--- config.mk ---
export PLATFORM = sky130hd
export DESIGN_NAME = input_capture
export DESIGN_NICKNAME = d
export VERILOG_FILES = /design/src/rtl/input_capture.sv
export SDC_FILE = /design/constraint.sdc
export NUM_CORES = 1
export LEC_CHECK = 0
export CAP_MARGIN = 25
export CORE_ASPECT_RATIO = 1.25
export CORE_MARGIN = 2
export CORE_UTILIZATION = 59
export DETAILED_ROUTE_END_ITERATION = 8
export GPL_TIMING_DRIVEN = 0
export MAX_ROUTING_LAYER = met4
export PLACE_DENSITY = 0.85
export SYNTH_ARGS = -nofsm -noshare
export SYNTH_HDL_FRONTEND = slang
export SYNTH_SLANG_ARGS = --single-unit
--- constraint.sdc ---
create_clock -name clk -period 6.55 [get_ports clk]
set_input_delay 1.31 -clock clk [delete_from_list [all_inputs] [get_ports clk]]
set_output_delay 1.31 -clock clk [all_outputs]
set_load 0.01 [all_outputs]
--- src/rtl/input_capture.sv ---
// ============================================================================
// Module   : input_capture
// Purpose  : measures the period or pulse width of sig_in in clk cycles.
//            Optional glitch filter: define INPUT_CAPTURE_FILTER_EN.
// Revision : 1.0
// ============================================================================
`default_nettype none

module input_capture #(
  parameter int WIDTH       = 32,
  parameter int SYNC_STAGES = 2,
  parameter int FILT_LEN    = 4
) (
  input  logic             clk,
  input  logic             rst_n,
  input  logic             en,
  input  logic             mode,
  input  logic             pol,
  input  logic             sig_in,
  input  logic             irq_clr,
  output logic [WIDTH-1:0] cap_val,
  output logic             cap_valid,
  output logic             irq,
  output logic             ovf,
  output logic             busy
);

  localparam logic [1:0] ST_IDLE    = 2'd0;
  localparam logic [1:0] ST_ARM     = 2'd1;
  localparam logic [1:0] ST_MEASURE = 2'd2;
  localparam logic [WIDTH-1:0] CNT_MAX = {WIDTH{1'b1}};

  logic [SYNC_STAGES-1:0] sync_q;
  logic                   sync_lvl;
  logic                   lvl;
  logic                   hist;
  logic                   rise;
  logic                   fall;
  logic                   start_edge;
  logic                   end_edge;
  logic [1:0]             state;
  logic [1:0]             state_nxt;
  logic [WIDTH-1:0]       cnt;
  logic                   cap_now;
  logic                   ovf_now;
  logic                   cnt_clr;
  logic                   cnt_load;
  logic                   cnt_inc;

  always_ff @(posedge clk or negedge rst_n) begin
    if (!rst_n) sync_q <= '0;
    else        sync_q <= {sync_q[SYNC_STAGES-2:0], sig_in};
  end
  assign sync_lvl = sync_q[SYNC_STAGES-1];

`ifdef INPUT_CAPTURE_FILTER_EN
  localparam int FCW = (FILT_LEN > 1) ? $clog2(FILT_LEN) : 1;
  logic [FCW-1:0] filt_cnt;
  logic           filt_lvl;

  // Level follows sync_lvl only after FILT_LEN consecutive disagreeing cycles.
  always_ff @(posedge clk or negedge rst_n) begin
    if (!rst_n) begin
      filt_cnt <= '0;
      filt_lvl <= 1'b0;
    end else if (sync_lvl != filt_lvl) begin
      if (filt_cnt == FCW'(FILT_LEN - 1)) begin
        filt_lvl <= sync_lvl;
        filt_cnt <= '0;
      end else begin
        filt_cnt <= filt_cnt + 1'b1;
      end
    end else begin
      filt_cnt <= '0;
    end
  end
  assign lvl = filt_lvl;
`else
  logic unused_filt;
  assign unused_filt = FILT_LEN[0];
  assign lvl = sync_lvl;
`endif

  always_ff @(posedge clk or negedge rst_n) begin
    if (!rst_n) hist <= 1'b0;
    else        hist <= lvl;
  end

  assign rise       = lvl & ~hist;
  assign fall       = ~lvl & hist;
  assign start_edge = pol ? fall : rise;
  // In period mode the closing edge doubles as the next opening edge.
  assign end_edge   = mode ? (pol ? rise : fall) : start_edge;

  always_ff @(posedge clk or negedge rst_n) begin
    if (!rst_n) state <= ST_IDLE;
    else        state <= state_nxt;
  end

  always_comb begin
    state_nxt = state;
    if (!en) begin
      state_nxt = ST_IDLE;
    end else begin
      case (state)
        ST_IDLE:    state_nxt = ST_ARM;
        ST_ARM:     if (start_edge) state_nxt = ST_MEASURE;
        ST_MEASURE: begin
          if (end_edge)            state_nxt = mode ? ST_ARM : ST_MEASURE;
          else if (cnt == CNT_MAX) state_nxt = ST_ARM;
        end
        default:    state_nxt = ST_IDLE;
      endcase
    end
  end

  always_comb begin
    cap_now  = 1'b0;
    ovf_now  = 1'b0;
    cnt_clr  = 1'b0;
    cnt_load = 1'b0;
    cnt_inc  = 1'b0;
    if (!en || state == ST_IDLE) begin
      cnt_clr = 1'b1;
    end else if (state == ST_ARM) begin
      cnt_load = start_edge;
    end else if (state == ST_MEASURE) begin
      if (end_edge) begin
        cap_now  = 1'b1;
        cnt_load = 1'b1;
      end else if (cnt == CNT_MAX) begin
        ovf_now = 1'b1;
      end else begin
        cnt_inc = 1'b1;
      end
    end
  end

  always_ff @(posedge clk or negedge rst_n) begin
    if (!rst_n) begin
      cnt       <= '0;
      cap_val   <= '0;
      cap_valid <= 1'b0;
      irq       <= 1'b0;
      ovf       <= 1'b0;
    end else begin
      if (cnt_clr)       cnt <= '0;
      else if (cnt_load) cnt <= {{(WIDTH-1){1'b0}}, 1'b1};
      else if (cnt_inc)  cnt <= cnt + 1'b1;

      cap_valid <= cap_now;
      if (cap_now) cap_val <= cnt;

      // A set in the same cycle as irq_clr wins.
      if (cap_now || ovf_now) irq <= 1'b1;
      else if (irq_clr)       irq <= 1'b0;

      if (ovf_now)      ovf <= 1'b1;
      else if (irq_clr) ovf <= 1'b0;
    end
  end

  assign busy = (state == ST_MEASURE);

endmodule

`default_nettype wire

==> results of run 1 <==
==> registers in the layout, summed over array words and instances (netlist names) <==
signal     count
irq            1
sync_q         2
hist           1
state          2
cap_val       32
ovf            1
cap_valid      1
cnt           32
==> final cells by class <==
cell class / count / area share
inverter: 4 / 0.00378
clock buffer: 11 / 0.0356
sequential: 72 / 0.453
multi-input combinational: 191 / 0.355
tap: 64 / 0.0201
clock inverter: 5 / 0.0142
timing repair buffer: 42 / 0.105
buffer: 10 / 0.0132
==> power groups by stage <==
stage	Combinational (uW)	Sequential [uW]	Clock, uW
floorplan	15.4	457	0
global placement	32.5	457	0
detailed placement	32.9	458	0
CTS	33.1	449	355
global route	36.4	449	373
finish	32.1	449	347
==> routing by layer <==
metal | up-vias | GRT usage
met5 | - | -
met4 | 0 | 0.0978
met3 | 12 | 0.0532
met2 | 59 | 0.395
met1 | 1154 | 0.287
li1 | 1078 | -
==> worst max-delay path, stage by stage <==
cell and delay [ps]:
clkdlybuf4s50_1 490, xnor2_1 260, mux2i_2 490, nor2b_1 190, clkbuf_1 280, buf_2 330, mux2_2 370
==> cells in the mapped netlist (all sizes together) (2+ instances only) <==
cell / n / area share
xnor2: 5 / 0.013
nand2b: 2 / 0.0038
or3: 3 / 0.0061
mux2: 32 / 0.11
o21ai: 4 / 0.0061
or4: 2 / 0.0057
nor2: 36 / 0.043
clkbuf: 6 / 0.0099
nand3: 11 / 0.017
a21oi: 5 / 0.0076
mux2i: 2 / 0.0072
and3: 6 / 0.012
xor2: 25 / 0.067
nand2: 12 / 0.014
nand3b: 3 / 0.0080
or3b: 2 / 0.0053
nor2b: 2 / 0.0038
nand4: 20 / 0.043
nor4: 3 / 0.0095
or2b: 2 / 0.0050
inv: 4 / 0.0046
buf: 4 / 0.0061
a31oi: 2 / 0.0038
dfrtp: 72 / 0.55
==> per-stage QoR <==
stage / area (um2) / total power [uW] / hold slack, ps
3_3_place_gp: 3780 / 490 / 332
6_report: 3980 / 828 / 358
3_5_place_dp: 3780 / 490 / 349
2_1_floorplan: 3280 / 472 / 331
4_1_cts: 3980 / 837 / 364
5_1_grt: 3980 / 859 / 390
==> how the worst max path moves through the flow <==
stage / start / end / slack, ps / cells after the start
after global placement: rst_n / cap_val[10]$_DFFE_PN0P_ / 1820 / 1
after global routing: pol / cap_val[16]$_DFFE_PN0P_ / 2910 / 7
after CTS: pol / cap_val[21]$_DFFE_PN0P_ / 3040 / 7
final: pol / cap_val[21]$_DFFE_PN0P_ / 3070 / 7
after detailed placement: pol / cap_val[21]$_DFFE_PN0P_ / 2650 / 7
after floorplan: pol / cap_val[10]$_DFFE_PN0P_ / 3490 / 6
==> logic make-up after synthesis <==
kind of cell             share of synthesized area
AO/OA/AOI/OAI                               0.0416
multiplexers                                 0.117
flip-flops                                   0.549
adder cells (fa/ha/maj)                    0.00381
XOR/XNOR                                    0.0801
buffers and inverters                       0.0206
AND/OR/NAND/NOR                              0.187
==> results.yml, run 1 <==
run_status:
  status: "finished clean"
clocking:
  cts_setup_buffers: 0
  cts_max_path_buffers: 2
  cts_max_level: 3
  cts_sinks: 72
  cts_made_buffers: 9
  clkTransAtPathRegs_ps: 80
  ctsResizeCount: 0
  clk_latency_ps: 350
  cts_tree: "yes"
  hold_buffers: 0
  cts_root_buffer: "clkbuf_8"
logic_synthesis:
  syn_nets: 285
  yosys.cell_types.count: 46
  synth_edf_count: 0
  synth_area_per_cell_um2: 11.8
  synth_warnings: 0
  synth_cells: 277
  synth_area_um2: 3280
  synthFlopType: "dfrtp_1"
  seq_area_frac_synth: 0.549
  synth_async_sr_flop_share: 1.00
  ys_seq_elements: 72
place:
  gp_congestion: 0.948
  hpwl_um: 4300
  portBuffers: 42
  dp_cells: 383
  post-place-ws_ps: 2650
sta:
  max_clock_freq_ghz: 0.287
  fin_worst_skew_ps: 11.9
  rsz0062_at_grt: "false"
  final.period_utilization: 0.532
  period_needed_ps: 3480
  final.setup.worst_slack_ps: 3070
  slew-limit-headroom: 0.414
  tightest_slew_ps: 878
  setup_violations: 0
  setup-tns-final_ps: 0
  slew_violations: 0
  finalHoldViolations: 0
grt:
  grt_max_degree: 73
  grt_pass1_wl_um: 11100
  gr-total-overflow: 0
  grt_usage: 0.240
  antenna_found_initial: 0
  first_global_vias: 2318
cells_and_area:
  layout_commonest_cell: "dfrtp_1"
  layout_common_cells: "dfrtp_1 (72), clkdlybuf4s50_1 (41), nor2_1 (34)"
  finish.utilization: 0.735
  num_antenna_cells: 0
  fin_nets: 338
  multi_input_area_um2: 1410
  area_growth_pct: 21.2
  register_area_um2: 1800
  layout-drive-gt1-share: 0.206
  stdcell_count: 399
  n_fill_cell: 386
floorplanning:
  ios: 43
  rows: 30
  design.core.area_um2: 5410
  fp.dieW_um: 70.7
  initial_utilization: 0.607
  die_h_um: 87.4
  dieArea_um2: 6170
setup_path:
  critPathMaxFanout: 10
  cp.arrival_ps: 3720
  rr_worst_depth: 6
  worstPathRequired_ps: 6790
  cp-end-kind: "register"
  r2r_end: "cnt[29]$_DFFE_PN0P_"
  crit_type: "in2reg"
  start_kind: "input pin"
  ff2ff_setup_slack_ps: 4100
  r2r_start: "cnt[3]$_DFFE_PN0P_"
pwr:
  p_comb_frac: 0.039
  internal_power_uw: 643
  p_clk_frac: 0.419
  leakagePower_uw: 0.00174
  p_per_area_nw_per_um2: 208
  p_sw_uw: 185
  peakVddDrop_mv: 0.167
  pwr-share-seq: 0.542
  swShare: 0.224
hold_path:
  min_to: "sync_q[1]$_DFF_PN0_"
  hp-start: "sync_q[0]$_DFF_PN0_"
  hp-class: "reg2reg"
  hold_depth: 0
drt:
  wl_um: 6320
  route.detailed.drc: 0
  wl_per_cell_um: 15.8
  dr_total_vias: 2303
  drtAntennaViolNets: 0
  viasPerCell: 5.77
  top_layer_used: "met4"
  wl_met2_um: 3300
  drt_iter0_markers: 243
  dr_wl_met3_um: 287
  wl_met1_um: 2610
  drtPass1Iterations: 4
job:
  drv_cap: 0
Power figures use the tool's default switching activity.
==> run 2, diff against run 1 <==
- CORE_UTILIZATION: 59 -> 55
- PLACE_DENSITY: 0.85 -> 0.8
- clock period: 6.55 -> 3.6 ns (I/O delays scaled with it)
==> run 2 against run 1 <==
  * First-iteration DRC count down 52%
  * Sequential share of layout area down 0.28 points
  * Utilization down 4.3 points
  * Register-to-register slack worse by 2900 ps
  * Final cell count up 0.50%
  * Global-route usage down 3.3 points
  * Die area up 6.9%
  * Critical endpoint is now cap_val[16]$_DFFE_PN0P_
==> results.yml, run 2 (synthesis results as in run 1) <==
run_status:
  status: "finished clean"
cells_and_area:
  num_antenna_cells: 0
  fin_nets: 338
  reg.largest.list: "cap_val (32), cnt (32)"
  layout_commonest_cell: "dfrtp_1"
  finish.utilization: 0.692
  layout-drive-gt1-share: 0.209
  stdcell_count: 401
  area_growth_pct: 22.0
  layout_common_cells: "dfrtp_1 (72), clkdlybuf4s50_1 (41), nor2_1 (34)"
  n_fill_cell: 442
floorplanning:
  dieArea_um2: 6600
  fp.dieW_um: 73.1
  ios: 43
  design.core.area_um2: 5780
  initial_utilization: 0.567
  die_h_um: 90.3
  rows: 31
place:
  dp_cells: 385
  hpwl_um: 4070
  gp_congestion: 0.912
  post-place-ws_ps: 300
  portBuffers: 42
drt:
  drtPass1Iterations: 4
  wl_um: 6050
  route.detailed.drc: 0
  wl_per_cell_um: 15.1
  dr_total_vias: 2280
  drtAntennaViolNets: 0
  viasPerCell: 5.69
  drt_iter0_markers: 116
clocking:
  cts_setup_buffers: 0
  clk_latency_ps: 340
  cts_max_path_buffers: 2
  cts_tree: "yes"
  clkTransAtPathRegs_ps: 90
  cts_root_buffer: "clkbuf_8"
  cts_sinks: 72
  cts_made_buffers: 9
  ctsResizeCount: 0
  hold_buffers: 0
  cts_max_level: 3
grt:
  first_global_vias: 2321
  antenna_found_initial: 0
  grt_pass1_wl_um: 10600
  gr-total-overflow: 0
  grt_max_degree: 73
  grt_usage: 0.207
setup_path:
  crit_type: "in2reg"
  start_kind: "input pin"
  critPathMaxFanout: 10
  worstPathRequired_ps: 3840
  cp-end-kind: "register"
  cp.arrival_ps: 3140
pwr:
  peakVddDrop_mv: 0.266
  p_per_area_nw_per_um2: 393
  leakagePower_uw: 0.00174
sta:
  setup_violations: 0
  tightest_slew_ps: 874
  period_needed_ps: 2900
  finalHoldViolations: 0
  final.setup.worst_slack_ps: 697
  max_clock_freq_ghz: 0.344
  rsz0062_at_grt: "false"
  fin_worst_skew_ps: 11.6
  final.period_utilization: 0.806
  setup-tns-final_ps: 0
  slew-limit-headroom: 0.417
  slew_violations: 0
hold_path:
  hp-class: "reg2reg"
job:
  drv_cap: 0
[run 2: changes by cell type in the layout (fill, tap and decap cells not counted)]
cell	before	now
clkinv_2	2	1
clkbuf_1	6	5
clkinvlp_4	1	3
clkbuf_8	11	10
bufinv_16	1	2
[run 2: through the flow]
stage          total power (uW)  hold WS (ps)  instance area (um2)
2_1_floorplan               860           331                 3280
3_3_place_gp                892           332                 3780
3_5_place_dp                892           346                 3780
4_1_cts                    1590           364                 4000
5_1_grt                    1620           366                 4000
6_report                   1570           361                 4000
[run 2: power breakdown]
| part | internal [uW] | switching (uW) | leakage (uW) |
|---|---|---|---|
| combinational | 20.0 | 38.2 | 0.000644 |
| sequential | 812 | 4.36 | 0.000997 |
| clock | 390 | 307 | 0.000101 |
| total | 1220 | 350 | 0.00174 |
[run 2: area by class of cell]
type | instances | area [um2] | area share
buffer | 10 | 52.6 | 0.0131
clock buffer | 9 | 124 | 0.0310
clock inverter | 7 | 96.3 | 0.0241
inverter | 4 | 15.0 | 0.00375
multi-input combinational | 191 | 1410 | 0.353
sequential | 72 | 1800 | 0.450
tap | 66 | 82.6 | 0.0206
timing repair buffer | 42 | 418 | 0.104
[run 2: worst max-delay path, stage by stage]
cell             delay, ps
clkdlybuf4s50_1        490
xnor2_1                260
mux2i_2                500
nor2b_1                190
clkbuf_1               280
buf_2                  320
mux2_2                 370
[run 2: per-layer routing]
layer,vias up,part of all wire,GRT usage
li1,1078,-,-
met1,1141,0.44,0.261
met2,49,0.51,0.328
met3,12,0.030,0.0301
met4,0,0.020,0.0895
met5,-,0,-
[run 2: worst paths after layout]
check                                               end  slack (ps)                start  cells past startpoint
worst min-delay path                sync_q[1]$_DFF_PN0_         360  sync_q[0]$_DFF_PN0_                      0
worst max-delay path            cap_val[16]$_DFFE_PN0P_         700                  pol                      7
worst min register to register      sync_q[1]$_DFF_PN0_         360  sync_q[0]$_DFF_PN0_                      0
max in group asynchronous            cnt[7]$_DFFE_PN0P_        2540                rst_n                      1
min in group asynchronous       cap_val[19]$_DFFE_PN0P_         510                rst_n                      1
worst max register to register      cnt[25]$_DFFE_PN0P_        1170   cnt[3]$_DFFE_PN0P_                      6
==> run 3, diff against run 2 <==
- clock period: 3.6 -> 3 ns (I/O delays scaled with it)
==> results of run 3 <==
Same layout as run 2 (identical final DEF). Status: finished clean.
Among the figures that moved: setup slack after placement 300 ps -> -180 ps; setup slack after layout 697 ps -> 217 ps; register-to-register setup slack 1170 ps -> 570 ps; total power 1570 uW -> 1890 uW; worst IR drop on VDD 0.266 mV -> 0.320 mV
